===== src/rtl/bcd_up_down_counter_if.sv =====
// Bus for one BCD up/down counter digit: load/count controls in, count and
// cascade strobes out. Clock and clear stay on the module as plain ports.
interface bcd_up_down_counter_if;
   logic       load;
   logic [3:0] d;
   logic       en;
   logic       up;
   logic [3:0] q;
   logic       co;
   logic       bo;

   modport master (output load, d, en, up, input q, co, bo);
   modport slave  (input load, d, en, up, output q, co, bo);
endinterface


===== src/rtl/bcd_up_down_counter.sv =====
// Modulo-N up/down counter digit with parallel load and combinational
// carry/borrow for zero-latency synchronous cascading.
// Priority per edge: clr > load > count > hold.
// Optional macro BCD_CNT_LOAD_CLAMP_EN clamps loaded values above MODULUS-1
// down to MODULUS-1; without it the raw value is loaded and out-of-range
// states recover on the next count (up -> 0, down -> MODULUS-1).
// DELAY is a simulation-only output delay; this RTL is zero-delay.
module bcd_up_down_counter #(
   parameter int DELAY   = 10,
   parameter int MODULUS = 10
) (
   input logic                    clk,
   input logic                    clr,
   bcd_up_down_counter_if.slave   bus
);

   localparam logic [3:0] LAST = 4'(MODULUS - 1);

   generate
      if (MODULUS < 2 || MODULUS > 16 || DELAY < 0) begin : g_param_check
         $error("bcd_up_down_counter: MODULUS must be 2..16 and DELAY >= 0");
      end
   endgenerate

   logic [3:0] count_q;
   logic [3:0] count_nxt;
   logic [3:0] load_val;
   logic       at_last;
   logic       at_zero;
   logic       out_of_range;

   // Compare against LAST rather than MODULUS so MODULUS=16 stays in 4 bits.
   assign at_last      = (count_q == LAST);
   assign at_zero      = (count_q == 4'd0);
   assign out_of_range = (count_q > LAST);

   // Value taken on a load strobe.
   always_comb begin
      load_val = bus.d;
`ifdef BCD_CNT_LOAD_CLAMP_EN
      if (bus.d > LAST) begin
         load_val = LAST;
      end
`endif
   end

   // Next count in the selected direction, wrapping and recovering out-of-range.
   always_comb begin
      count_nxt = count_q;
      if (bus.up) begin
         if (at_last || out_of_range) begin
            count_nxt = 4'd0;
         end else begin
            count_nxt = count_q + 4'd1;
         end
      end else begin
         if (at_zero || out_of_range) begin
            count_nxt = LAST;
         end else begin
            count_nxt = count_q - 4'd1;
         end
      end
   end

   // Count register with clr > load > count > hold priority.
   always_ff @(posedge clk) begin
      if (clr) begin
         count_q <= 4'd0;
      end else if (bus.load) begin
         count_q <= load_val;
      end else if (bus.en) begin
         count_q <= count_nxt;
      end
   end

   assign bus.q  = count_q;
   assign bus.co = bus.en &  bus.up & at_last;
   assign bus.bo = bus.en & ~bus.up & at_zero;

endmodule


===== src/flat_wrapper.sv =====
// flat-port wrapper written by rule: the top's interface ports become plain ports
module bcd_up_down_counter_flat 
#(
   parameter int DELAY   = 10,
   parameter int MODULUS = 10
)
  (clk, clr, bus_load, bus_d, bus_en, bus_up, bus_q, bus_co, bus_bo);
  bcd_up_down_counter_if bus_i ();
  input logic clk;
  input logic clr;
  input wire logic [$bits(bus_i.load)-1:0] bus_load;
  input wire logic [$bits(bus_i.d)-1:0] bus_d;
  input wire logic [$bits(bus_i.en)-1:0] bus_en;
  input wire logic [$bits(bus_i.up)-1:0] bus_up;
  output wire logic [$bits(bus_i.q)-1:0] bus_q;
  output wire logic [$bits(bus_i.co)-1:0] bus_co;
  output wire logic [$bits(bus_i.bo)-1:0] bus_bo;
  assign bus_i.load = bus_load;
  assign bus_i.d = bus_d;
  assign bus_i.en = bus_en;
  assign bus_i.up = bus_up;
  assign bus_q = bus_i.q;
  assign bus_co = bus_i.co;
  assign bus_bo = bus_i.bo;
  bcd_up_down_counter #(.DELAY(DELAY), .MODULUS(MODULUS)) u_core (.clk(clk), .clr(clr), .bus(bus_i));
endmodule

===== config.mk =====
export PLATFORM = sky130hd
export DESIGN_NAME = bcd_up_down_counter_flat
export DESIGN_NICKNAME = d
export VERILOG_FILES = /design/src/rtl/bcd_up_down_counter_if.sv /design/src/rtl/bcd_up_down_counter.sv /design/src/flat_wrapper.sv
export SDC_FILE = /design/constraint.sdc
export NUM_CORES = 1
export LEC_CHECK = 0
export BUFFER_PORTS_ARGS = -buffer_cell sky130_fd_sc_hd__buf_4
export CAP_MARGIN = 20
export CORE_MARGIN = 1
export CORE_UTILIZATION = 30
export CTS_CLUSTER_SIZE = 14
export DETAILED_ROUTE_END_ITERATION = 8
export MAX_ROUTING_LAYER = met4
export RECOVER_POWER = 50
export SLEW_MARGIN = 20
export SYNTH_ARGS = -nofsm -noshare
export SYNTH_HDL_FRONTEND = slang
export SYNTH_SLANG_ARGS = --single-unit

===== constraint.sdc =====
create_clock -name clk -period 1.5 [get_ports clk]
set_input_delay 0.3 -clock clk [delete_from_list [all_inputs] [get_ports clk]]
set_output_delay 0.3 -clock clk [all_outputs]
set_load 0.05 [all_outputs]

==> reports/qor.csv, run 1 <==
stage;metric;value;unit
global_route;groute.usage.overall;19.77;%
sta;setup_viol;3;
synthesis;yosysWarnings;0;
clock_network;holdBufCountCts;0;
cells_and_area;syn2layout_area_growth;65.10;%
setup_path;worst_setup_path_end_kind;primary output;
synthesis;ys.flop_type;dfxtp_1;
sta;min_period;1615;ps
cells_and_area;stdcell_count;101;
outcome;violations;setup timing;
synthesis;synth_area_leaders;dfxtp_1 18%, ha_1 11%, a21oi_1 4.4%;
routing;wl_per_cell;12.80;um
sta;setup_slack;-115.2;ps
place;pre_cts_slack;-40.70;ps
cells_and_area;largest_register_ffs;4;
synthesis;synth_top_area_share;17.73;%
sta;finalHoldViolCount;0;
place;port_buffers;14;
setup_path;critPathKind;register to primary output;
power_and_ir_drop;vdd_drop_max;0.3926;mV
setup_path;arrival;1320;ps
global_route;grt_pass1_wl;2007;um
floorplan;io_pins;15;
synthesis;synth_cells;63;
setup_path;crit_family;flip-flops;
setup_path;critical_path.max_stage_delay;340;ps
sta;tightest_slew;278.4;ps
clock_network;cts_buffer_depth;2;
routing;drt_iter0_drc;15;
floorplan;rows;13;
clock_network;root_buffer;clkbuf_4;
sta;drv_slew;0;
clock_network;clock-sinks;4;
floorplan;die_area;0.001665;mm^2
global_route;grt_pass1_vias;465;
place;place_congestion;0.7971;
clock_network;ctsHtreeMaxLevel;1;
routing;dr.pass1.iters;4;
global_route;antenna_found_initial;0;
setup_path;start_kind;register;
clock_network;cts_tree;yes;
cells_and_area;drive_gt1_share;51.16;%
cells_and_area;fin_util;55.24;%
routing;drcViolationCount;0;
sta;slew_headroom;81.28;%
routing;drt_wl_total;1293;um
setup_path;critPathBufInv;2;
floorplan;start_util;33.46;%
routing;viasPerCell;5.475;
synthesis;syn_area_per_cell;7.170;um^2
setup_path;crit_required;1200;ps
clock_network;clk_pin_slew;40;ps
hold_path;hp-class;primary input to register;
floorplan;fp.dieW;40.80;um
sta;fin_crit_sh;107.7;%
setup_path;slowest_stage;dfxtp_4;
clock_network;cts_made_buffers;3;
power_and_ir_drop;power_leakage;0.3138;nW
cells_and_area;final_common_cell;buf_4;
cells_and_area;num_antenna_cells;0;
job;maxCapViolations;0;
global_route;grt-ovfl-total;0;
sta;skew;2.698;ps
synthesis;seq_area_frac_synth;17.73;%
global_route;grt_max_degree;13;
synthesis;synth.distinct_cells;32;
floorplan;core_area;0.001350;mm^2
clock_network;clkLatencyLatePin;240;ps
sta;max_freq;619.1;MHz
floorplan;die_y;40.80;um
synthesis;async_reset_ff_share;0;%
outcome;run_status;complete, but fails checks;
synthesis;synth_edf_count;0;
routing;postRouteAntennaNets;0;
setup_path;crit_fanout;4;
cells_and_area;final_cell_mix;22 x buf_4, 4 x a21oi_1;
routing;vias;553;
sta;rsz0062_at_grt;true;
sta;whs;241.2;ps
synthesis;syn_nets;76;
place;placedCellCount;94;
place;dpl.hpwl;1012;um
synthesis;syn_area;451.7;um^2
cells_and_area;fin_nets;100;
setup_path;cp_cell_sequence;inv_4, ha_4, nand2b_4, nor4b_4, buf_6;
synthesis;synthDominantAreaCellType;dfxtp_1;
synthesis;ys_seq_elements;4;
power_and_ir_drop;p_per_area;750.7;mW/mm^2
through the flow:
stage | instance area [um^2] | setup TNS [ps] | power, mW
2_1_floorplan | 516.7 | -507.1 | 0.2973
3_3_place_gp | 659.4 | -0.2782 | 0.3741
3_5_place_dp | 659.4 | -40.70 | 0.3736
4_1_cts | 730.7 | -195.0 | 0.5550
5_1_grt | 745.7 | -549.3 | 0.5960
6_report | 745.7 | -269.7 | 0.5598
metal layers:
layer | GRT usage, % | vias up | wire, um
met4 | 10.00 | 0 | 19
met2 | 28.91 | 16 | 614
met3 | 4.891 | 2 | 49
met1 | 24.84 | 254 | 609
met5 | - | - | 0
li1 | - | 281 | -
timing repair:
action | in CTS | in global routing
setup endpoints to repair | 3 | 6
pin swaps | 2 | 0
buffers inserted | 3 | 0
gates resized for setup | 5 | 4
worst paths after layout:
check,startpoint,endpoint,slack [ps],cells after the start
worst max-delay path,u_core.bus.q[1],bus_bo,-120,5
worst min-delay path,clr,u_core.bus.q[2],240,2
worst min register to register,u_core.bus.q[2],u_core.bus.q[3],710,4
worst max register to register,u_core.bus.q[0],u_core.bus.q[2],-80,6
worst reg2reg max path, delay by kind of cell, from the launching register on:
family	cells	cell delay [ps]
AND/OR/NAND/NOR	1	80
flip-flops	1	360
AO/OA/AOI/OAI	3	730
adder cells (fa/ha/maj)	1	290
buffers and inverters	1	60
report_power, final:
group | total [mW] | internal, mW | switching [mW]
sequential | 0.135 | 0.116 | 0.0184
clock | 0.152 | 0.100 | 0.0519
combinational | 0.273 | 0.128 | 0.144
synthesized netlist by cell type (2+ instances only):
library cell / count
or3_1: 2
o21ai_0: 2
inv_1: 4
o31ai_1: 2
a211oi_1: 2
nand2_1: 3
nor3_1: 3
a21oi_1: 4
dfxtp_1: 4
nand2b_1: 3
nor2_1: 5
ha_1: 4
clkbuf_1: 4
nand3_1: 2
o22ai_1: 2
cells by family (layout without fill, tap and decap cells):
group	after synthesis	count (layout)	share of synthesized area [%]
compound gates	20	20	30.75
flops	4	4	17.73
buf+inv	11	34	11.63
fa+ha+maj	4	4	11.08
simple gates	24	24	28.81
area by class of cell:
cell class	instances	area, um^2
fill	125	604.3
multi-input combinational	48	387.9
timing repair buffer	25	196.4
sequential	4	90.09
clock buffer	4	26.28
inverter	5	26.28
tap	15	18.77
Power figures use the tool's default switching activity.
==> run 2, diff against run 1 <==
--- a/config.mk
+++ b/config.mk
@@ -12,7 +12,6 @@
 export CTS_CLUSTER_SIZE = 14
 export DETAILED_ROUTE_END_ITERATION = 8
 export MAX_ROUTING_LAYER = met4
-export RECOVER_POWER = 50
 export SLEW_MARGIN = 20
 export SYNTH_ARGS = -nofsm -noshare
 export SYNTH_HDL_FRONTEND = slang
==> constraint.sdc (replaced) <==
create_clock -name clk -period 1.7 [get_ports clk]
set_input_delay 0.34 -clock clk [delete_from_list [all_inputs] [get_ports clk]]
set_output_delay 0.34 -clock clk [all_outputs]
set_load 0.05 [all_outputs]
==> reports/qor.csv, run 2 (synthesis gave the netlist of run 1 again) <==
stage;metric;value;unit;change
outcome;run_status;finished, final reports clean;;
power_and_ir_drop;finalPower;443.4;uW;-21%
sta;tightest_slew;272.1;ps;-6.305 ps
global_route;grt-ovfl-total;0;;unchanged
routing;wl_per_cell;12.97;um;+1.3%
setup_path;critPathKind;register to primary output;;
routing;viasPerCell;5.457;;-0.34%
power_and_ir_drop;p_per_area;693.5;mW/mm^2;-7.6%
setup_path;crit_fanout;6;;+2
routing;vias;502;;-9.2%
place;port_buffers;14;;unchanged
clock_network;cts_made_buffers;3;;unchanged
clock_network;clock-sinks;4;;unchanged
clock_network;cts_buffer_depth;2;;unchanged
global_route;groute.usage.overall;16.92;%;-2.9 points
place;place_congestion;0.7576;;-5.0%
floorplan;io_pins;15;;unchanged
routing;drt_wl_total;1193;um;-7.7%
floorplan;start_util;33.46;%;unchanged
setup_path;r2r_slack;60;ps;+140 ps
sta;tns;0;ps;+269.7 ps
global_route;antenna_found_initial;0;;unchanged
cells_and_area;stdcell_count;92;;-8.9%
cells_and_area;drive_gt1_share;40.26;%;-11 points
routing;postRouteAntennaNets;0;;unchanged
clock_network;ctsHtreeMaxLevel;1;;unchanged
routing;drcViolationCount;0;;unchanged
cells_and_area;final_cell_mix;15 x buf_4, 4 x a21oi_1, 4 x nor2_1;;
sta;setup_viol;0;;-3
floorplan;fp.dieW;40.80;um;unchanged
routing;drt_iter0_drc;5;;-10
job;maxCapViolations;0;;unchanged
global_route;grt_most_used_layer;met2;;
setup_path;reg2reg_depth;6;;unchanged
sta;fin_crit_sh;98.21;%;
clock_network;clk_pin_slew;50;ps;about the same
cells_and_area;num_antenna_cells;0;;unchanged
sta;rsz0062_at_grt;true;;
sta;min_period;1669;ps;
cells_and_area;fin_nets;91;;-9.0%
place;pre_cts_slack;65.14;ps;+105.8 ps
global_route;grt_max_degree;13;;unchanged
hold_path;whs_path_depth;2;;unchanged
setup_path;crit_required;1360;ps;+160 ps
sta;finalHoldViolCount;0;;unchanged
setup_path;worst_setup_path_end_kind;primary output;;
floorplan;die_y;40.80;um;unchanged
global_route;globalRouteMet1Util;20.39;%;-4.5 points
floorplan;die_area;0.001665;mm^2;unchanged
cells_and_area;nFillCells;135;;+8.0%
sta;setup_slack;30.51;ps;+145.7 ps
routing;dr.pass1.iters;4;;unchanged
cells_and_area;final_common_cell;buf_4;;
sta;slew_headroom;81.72;%;+0.44 points
sta;max_freq;599.0;MHz;
floorplan;rows;13;;unchanged
setup_path;start_kind;register;;
power_and_ir_drop;vdd_drop_max;0.3987;mV;+1.6%
setup_path;arrival;1330;ps;about the same
place;placedCellCount;87;;-7.4%
floorplan;core_area;0.001350;mm^2;unchanged
global_route;grt_pass1_vias;432;;-7.1%
sta;skew;13.28;ps;+10.58 ps
global_route;grt_pass1_wl;1821;um;-9.3%
global_route;gr-usage-met3;4.891;%;unchanged
hold_path;hp-class;primary input to register;;
sta;drv_slew;0;;unchanged
power_and_ir_drop;power_leakage;0.2605;nW;-17%
clock_network;clkLatencyLatePin;250;ps;about the same
global_route;met2_usage;28.13;%;-0.78 points
clock_network;cts_tree;yes;;
clock_network;root_buffer;clkbuf_4;;
place;dpl.hpwl;862.8;um;-15%
cells_and_area;largest_register_ffs;4;;unchanged
clock_network;holdBufCountCts;0;;unchanged
cells_and_area;syn2layout_area_growth;41.55;%;
-- run 2: report_power, final --
part | switching [mW] | internal (mW)
Clock | 0.0479 | 0.0886
Sequential | 0.0189 | 0.103
Combinational | 0.106 | 0.0789
-- run 2: layout make-up --
| cell class | instances | area [um^2] | area share, % |
|---|---|---|---|
| repair buffers | 16 | 123.9 | 19.37 |
| inverters | 5 | 23.77 | 3.718 |
| clock buffers | 4 | 26.28 | 4.110 |
| well taps | 15 | 18.77 | 2.935 |
| multi-input cells | 48 | 356.6 | 55.77 |
| flip-flops and latches | 4 | 90.09 | 14.09 |
-- run 2: final timing paths --
check,end,startpoint
worst max register to register,u_core.bus.q[2],u_core.bus.q[1]
worst min register to register,u_core.bus.q[0],u_core.bus.q[0]
worst max-delay path,bus_bo,u_core.bus.q[1]
worst min-delay path,u_core.bus.q[2],clr
-- run 2: what timing repair did --
action	in CTS	in global routing
resized for setup	4	0
pin swaps	2	0
setup buffers	1	0
endpoints found under the setup margin	1	1
-- run 2: worst max-delay path, stage by stage, from the launching register on --
cell and delay, ps:
dfxtp_4 370, inv_4 80, ha_4 150, nand2b_4 60, nor4b_4 220, buf_6 190
-- run 2: per-layer routing --
metal | share of wire (%) | wire length, um
met1 | 46 | 548
met2 | 47 | 561
met3 | 7.0 | 83
met4 | 0 | 0
met5 | 0 | 0
-- run 2: per-stage QoR --
step	hold slack, ps	utilization [%]	instance area [um^2]
global route	282.2	47.36	639.4
finish	287.3	47.36	639.4
global placement	533.7	43.65	589.3
detailed placement	531.1	43.65	589.3
floorplan	395.1	-	499.2
CTS	283.7	47.36	639.4
